## src/rtl/gpio_bus_arbiter.sv

```systemverilog
// Two-master round-robin arbiter for the shared GPIO peripheral bus port.
// Locked ownership with direct handover, owner-only return path and a slave watchdog.
module gpio_bus_arbiter #(
    parameter int TIMEOUT_CYCLES = 16,
    parameter int CNT_W          = 8
) (
    input  logic        clk,
    input  logic        reset,
    input  logic        m0_req,
    output logic        m0_grnt,
    input  logic        m0_as_,
    input  logic        m0_rw,
    input  logic [1:0]  m0_addr,
    input  logic [31:0] m0_wr_data,
    output logic [31:0] m0_rd_data,
    output logic        m0_rdy_,
    input  logic        m1_req,
    output logic        m1_grnt,
    input  logic        m1_as_,
    input  logic        m1_rw,
    input  logic [1:0]  m1_addr,
    input  logic [31:0] m1_wr_data,
    output logic [31:0] m1_rd_data,
    output logic        m1_rdy_,
    output logic        s_cs_,
    output logic        s_as_,
    output logic        s_rw,
    output logic [1:0]  s_addr,
    output logic [31:0] s_wr_data,
    input  logic [31:0] s_rd_data,
    input  logic        s_rdy_,
    output logic        timeout,
    output logic        timeout_id
);

    typedef enum logic [1:0] {
        IDLE = 2'd0,
        OWN0 = 2'd1,
        OWN1 = 2'd2
    } state_t;

    localparam logic [CNT_W-1:0] TO_LAST = CNT_W'(TIMEOUT_CYCLES - 1);

    state_t           state_r;
    state_t           next_state_s;
    logic             last_owner_r;
    logic             next_last_owner_s;
    logic             timeout_id_r;
    logic             next_timeout_id_s;
    logic [CNT_W-1:0] wd_cnt_r;
    logic [CNT_W-1:0] next_wd_cnt_s;
    logic             stall_s;
    logic             abort_s;

    assign m0_grnt    = (state_r == OWN0);
    assign m1_grnt    = (state_r == OWN1);
    assign timeout_id = timeout_id_r;

    // The slave has been strobed by the owner and has not answered this cycle.
    assign stall_s = (state_r != IDLE) && !s_as_ && s_rdy_;
    assign abort_s = stall_s && (wd_cnt_r == TO_LAST);
    assign timeout = abort_s && !reset;

    // Owner's bus signals onto the slave port; idle values otherwise.
    always_comb begin
        s_cs_     = 1'b1;
        s_as_     = 1'b1;
        s_rw      = 1'b1;
        s_addr    = 2'd0;
        s_wr_data = 32'd0;
        case (state_r)
            OWN0: begin
                s_cs_     = 1'b0;
                s_as_     = m0_as_;
                s_rw      = m0_rw;
                s_addr    = m0_addr;
                s_wr_data = m0_wr_data;
            end
            OWN1: begin
                s_cs_     = 1'b0;
                s_as_     = m1_as_;
                s_rw      = m1_rw;
                s_addr    = m1_addr;
                s_wr_data = m1_wr_data;
            end
            default: begin
                s_cs_     = 1'b1;
                s_as_     = 1'b1;
                s_rw      = 1'b1;
                s_addr    = 2'd0;
                s_wr_data = 32'd0;
            end
        endcase
    end

    // Slave read data and ready go back to the owner only.
    always_comb begin
        m0_rd_data = 32'd0;
        m0_rdy_    = 1'b1;
        m1_rd_data = 32'd0;
        m1_rdy_    = 1'b1;
        case (state_r)
            OWN0: begin
                m0_rd_data = s_rd_data;
                m0_rdy_    = s_rdy_;
            end
            OWN1: begin
                m1_rd_data = s_rd_data;
                m1_rdy_    = s_rdy_;
            end
            default: begin
                m0_rd_data = 32'd0;
                m0_rdy_    = 1'b1;
                m1_rd_data = 32'd0;
                m1_rdy_    = 1'b1;
            end
        endcase
    end

    // Arbitration, release/handover and watchdog abort decisions.
    always_comb begin
        next_state_s      = state_r;
        next_last_owner_s = last_owner_r;
        next_timeout_id_s = timeout_id_r;
        case (state_r)
            IDLE: begin
                if (m0_req && m1_req) begin
                    next_state_s = last_owner_r ? OWN0 : OWN1;
                end else if (m0_req) begin
                    next_state_s = OWN0;
                end else if (m1_req) begin
                    next_state_s = OWN1;
                end else begin
                    next_state_s = IDLE;
                end
            end
            OWN0: begin
                if (abort_s) begin
                    // Abort wins over a simultaneous release or handover.
                    next_state_s      = IDLE;
                    next_last_owner_s = 1'b0;
                    next_timeout_id_s = 1'b0;
                end else if (m0_req) begin
                    next_state_s = OWN0;
                end else begin
                    next_last_owner_s = 1'b0;
                    next_state_s      = m1_req ? OWN1 : IDLE;
                end
            end
            OWN1: begin
                if (abort_s) begin
                    next_state_s      = IDLE;
                    next_last_owner_s = 1'b1;
                    next_timeout_id_s = 1'b1;
                end else if (m1_req) begin
                    next_state_s = OWN1;
                end else begin
                    next_last_owner_s = 1'b1;
                    next_state_s      = m0_req ? OWN0 : IDLE;
                end
            end
            default: begin
                next_state_s = IDLE;
            end
        endcase
    end

    // Watchdog counts only uninterrupted stall cycles within one ownership.
    always_comb begin
        next_wd_cnt_s = '0;
        if (next_state_s != state_r) begin
            next_wd_cnt_s = '0;
        end else if (stall_s) begin
            next_wd_cnt_s = wd_cnt_r + CNT_W'(1);
        end else begin
            next_wd_cnt_s = '0;
        end
    end

    // State, round-robin history, watchdog and abort identity registers.
    always_ff @(posedge clk) begin
        if (reset) begin
            state_r      <= IDLE;
            last_owner_r <= 1'b1;
            timeout_id_r <= 1'b0;
            wd_cnt_r     <= '0;
        end else begin
            state_r      <= next_state_s;
            last_owner_r <= next_last_owner_s;
            timeout_id_r <= next_timeout_id_s;
            wd_cnt_r     <= next_wd_cnt_s;
        end
    end

    gpio_bus_arbiter_chk u_chk (
        .clk     (clk),
        .reset   (reset),
        .m0_grnt (m0_grnt),
        .m1_grnt (m1_grnt),
        .s_cs_   (s_cs_),
        .timeout (timeout)
    );

endmodule

// Structural invariants of the arbiter: exclusive grants, chip select tied to
// ownership, and an abort always releasing the bus on the following cycle.
module gpio_bus_arbiter_chk (
    input logic clk,
    input logic reset,
    input logic m0_grnt,
    input logic m1_grnt,
    input logic s_cs_,
    input logic timeout
);

    a_grant_exclusive: assert property (@(posedge clk) disable iff (reset)
        !(m0_grnt && m1_grnt));

    a_cs_follows_grant: assert property (@(posedge clk) disable iff (reset)
        s_cs_ == !(m0_grnt || m1_grnt));

    a_timeout_releases: assert property (@(posedge clk) disable iff (reset)
        timeout |=> !(m0_grnt || m1_grnt));

endmodule

```

## config.mk

```make
export PLATFORM = sky130hd
export DESIGN_NAME = gpio_bus_arbiter
export DESIGN_NICKNAME = d
export VERILOG_FILES = /design/src/rtl/gpio_bus_arbiter.sv
export SDC_FILE = /design/constraint.sdc
export NUM_CORES = 1
export LEC_CHECK = 0
export BUFFER_PORTS_ARGS = -buffer_cell sky130_fd_sc_hd__buf_2
export CORE_AREA = 3 3 83 85
export DETAILED_ROUTE_END_ITERATION = 7
export DIE_AREA = 0 0 86 88
export PLACE_DENSITY = 0.73
export REMOVE_ABC_BUFFERS = 1
export SLEW_MARGIN = 20
export SYNTH_ARGS = -nofsm -noshare
export SYNTH_HDL_FRONTEND = slang
export SYNTH_SLANG_ARGS = --single-unit
export TNS_END_PERCENT = 1
```

## constraint.sdc

```tcl
create_clock -name clk -period 2.82 [get_ports clk]
set_input_delay 0.564 -clock clk [delete_from_list [all_inputs] [get_ports clk]]
set_output_delay 0.564 -clock clk [all_outputs]
set_load 0.01 [all_outputs]
```

==> results_dict.tcl <==
set metrics [dict create \
    drt-total-wl_um 8170 \
    post-place-cells 524 \
    fin_crit_ns 2.58 \
    maxSlewHeadroom_pct 71.2 \
    start_util_pct 26.3 \
    avgSynthCellArea_um2 6.65 \
    critPathRequiredTime_ns 2.26 \
    firstDrtPassIters 5 \
    power_leakage_nw 1.63 \
    gp_congestion 0.957 \
    finalHoldViolations 0 \
    yosysMostFrequentCell "and2_1" \
    synth-main-ff-cell "dfxtp_1" \
    rsz0062_at_grt "no" \
    core_area_um2 6280 \
    reg2reg_from "state_r[1]" \
    yosys.area.top_type "and2_1" \
    grt_usage_pct 19.4 \
    wire_per_inst_um 15.4 \
    crit_type "reg2out" \
    ff2ff_setup_slack_ns 0.53 \
    clock_sinks 12 \
    io_buffers 215 \
    h-tree-depth 1 \
    run_status "finished clean" \
    vias 2549 \
    hpwl_um 6860 \
    arrival_ns 2.02 \
    synthTopCellsByArea "and2_1 (24%), a22oi_1 (16%), dfxtp_1 (15%), nor2_1 (8.9%), clkbuf_1 (3.9%)" \
    ys_seq_elements 12 \
    fillers 636 \
    vias_per_cell 4.82 \
    hold_path_class "reg2reg" \
    cts.path.max_buffers 2 \
    worst-path-stages 5 \
    drive_above_1_share_pct 51.2 \
    synth.cell_area_um2 1650 \
    hold_ws_ns 0.461 \
    async_flop_share_pct 0 \
    post_cts_buffers 0 \
    grt_start_max_net_pins 61 \
    nNetsFinal 566 \
    cpMaxStageDelayCell "ha_2" \
    start_kind "flip-flop" \
    ir_drop_v 0.000203 \
    max_freq_mhz 387 \
    clkLatencyLatePin_ns 0.24 \
    cts.clk_slew.worst_paths_ns 0.05 \
    cts_tree "built" \
    hold_start "wd_cnt_r[0]" \
    drt_iter0_markers 123 \
    period_share_pct 91.7 \
    cp-end-kind "primary output" \
    synthCells 248 \
    ant_nets 0 \
    synth_edf_count 0 \
    cp_max_fo 31 \
    cp-endpoint "s_wr_data[8]" \
    yosysWarnings 0 \
    rows 29 \
    die_w_um 86 \
    crit_family "buffers and inverters" \
    area_growth_pct 73.7 \
    ios 216 \
    crit_buf_inv 2 \
    antenna_found_initial 1 \
    worst_slew_pin_slew_ns 0.432 \
    cp-startpoint "state_r[1]" \
    grt_pass1_wl_um 11700 \
    die_area_um2 7570 \
    r2r_end "wd_cnt_r[7]" \
    synthTopCellsByCount "and2_1 (64), nor2_1 (39), a22oi_1 (35), clkbuf_1 (17), dfxtp_1 (12)" \
    p_per_area_nw_per_um2 282 \
    maxCapViolCount 0 \
    skew_ns 0.00451 \
    cts_resized 0 \
    reg2regPathDepth 8 \
    maxSlewViolCount 0 \
    die_height_um 88 \
    overflow 0 \
    crit_path_max_incr_delay_ns 0.51 \
    fin_cells 529 \
    cts_buffers 3 \
    drcViolationCount 0 \
    ys_types 38 \
    seq_area_frac_synth_pct 14.6 \
    grt_pass1_vias 2271 \
    cp_cell_sequence "ha_2 -> buf_4 -> a22oi_1 -> nor2_1 -> buf_2" \
    synth_top_area_share_pct 24.3 \
    finalSetupViolations 0 \
    cts-hold-fix-buffers 0 \
    root_buffer "clkbuf_8" \
]
## final cells by class
class | count | area [µm²] | area share (%)
clock buffer | 4 | 55.1 | 1.92
inverter | 5 | 18.8 | 0.655
tap | 77 | 96.3 | 3.36
multi-input combinational | 211 | 1320 | 46.1
sequential | 12 | 240 | 8.39
antenna | 1 | 2.50 | 0.0874
timing repair buffer | 219 | 1130 | 39.5
## power breakdown
group | internal (W) | leakage (nW) | switching [W]
Combinational | 0.000196 | 1.50 | 0.000242
Sequential | 0.000175 | 0.0973 | 0.00000562
Clock | 0.000123 | 0.0288 | 0.0000662
Total | 0.000494 | 1.63 | 0.000314
## worst min-delay path by stage
stage,to,slack [ns],cells past startpoint
after floorplan,wd_cnt_r[0],0.43,1
after global placement,wd_cnt_r[0],0.44,1
after detailed placement,wd_cnt_r[0],0.45,1
after CTS,wd_cnt_r[0],0.46,1
after global routing,wd_cnt_r[0],0.51,1
final,wd_cnt_r[0],0.46,1
## cells by family after synthesis
| logic type | after synthesis | share of synthesized area, % |
|---|---|---|
| AND/OR/NAND/NOR | 145 | 47.8 |
| AO/OA/AOI/OAI | 54 | 24.1 |
| buffers and inverters | 25 | 5.69 |
| flip-flops | 12 | 14.6 |
| XOR/XNOR | 6 | 3.19 |
| adder cells (fa/ha/maj) | 5 | 3.79 |
| multiplexers | 1 | 0.910 |
## through the flow
step / instance area [µm²] / util, % / setup WS [ns] / power [W] / TNS (ns)
2_1_floorplan: 1570 / - / -0.0896 / 0.000399 / -0.305
3_3_place_gp: 2810 / 44.7 / 0.571 / 0.000612 / 0
3_5_place_dp: 2810 / 44.7 / 0.503 / 0.000620 / 0
4_1_cts: 2860 / 45.6 / 0.232 / 0.000814 / 0
5_1_grt: 2860 / 45.6 / 0.0414 / 0.000870 / 0
6_report: 2860 / 45.6 / 0.235 / 0.000808 / 0
## sequential cells by signal (all words and copies together), names as in the netlist
signal,count
wd_cnt_r,8
state_r,2
last_owner_r,1
timeout_id,1
## placed cells by master (no fill, tap or decap), types with 2 or more instances in the layout
cell type  synthesis  routed
buf_2              0     215
and2_1            64      64
nor2_1            39      39
a22oi_1           35      35
dfxtp_1           12      12
nor3_1             9       9
nand2_1            8       8
nand2b_1           5       5
inv_1              4       4
nand3_1            4       4
o21ai_0            4       4
a21oi_1            4       4
nor4_1             4       4
xor2_1             4       4
clkbuf_8           0       4
ha_1               5       3
nor2b_1            2       2
and3_1             2       2
a211oi_1           2       2
xnor2_1            2       2
a211o_1            2       2
ha_2               0       2
buf_12             0       2
buf_4              0       2
## layer usage
layer,share of wire [%],global-route usage [%]
met1,39,24.1
met4,2.1,5.04
met3,8.3,3.57
met2,51,34.2
met5,0,0
Power figures use the tool's default switching activity.
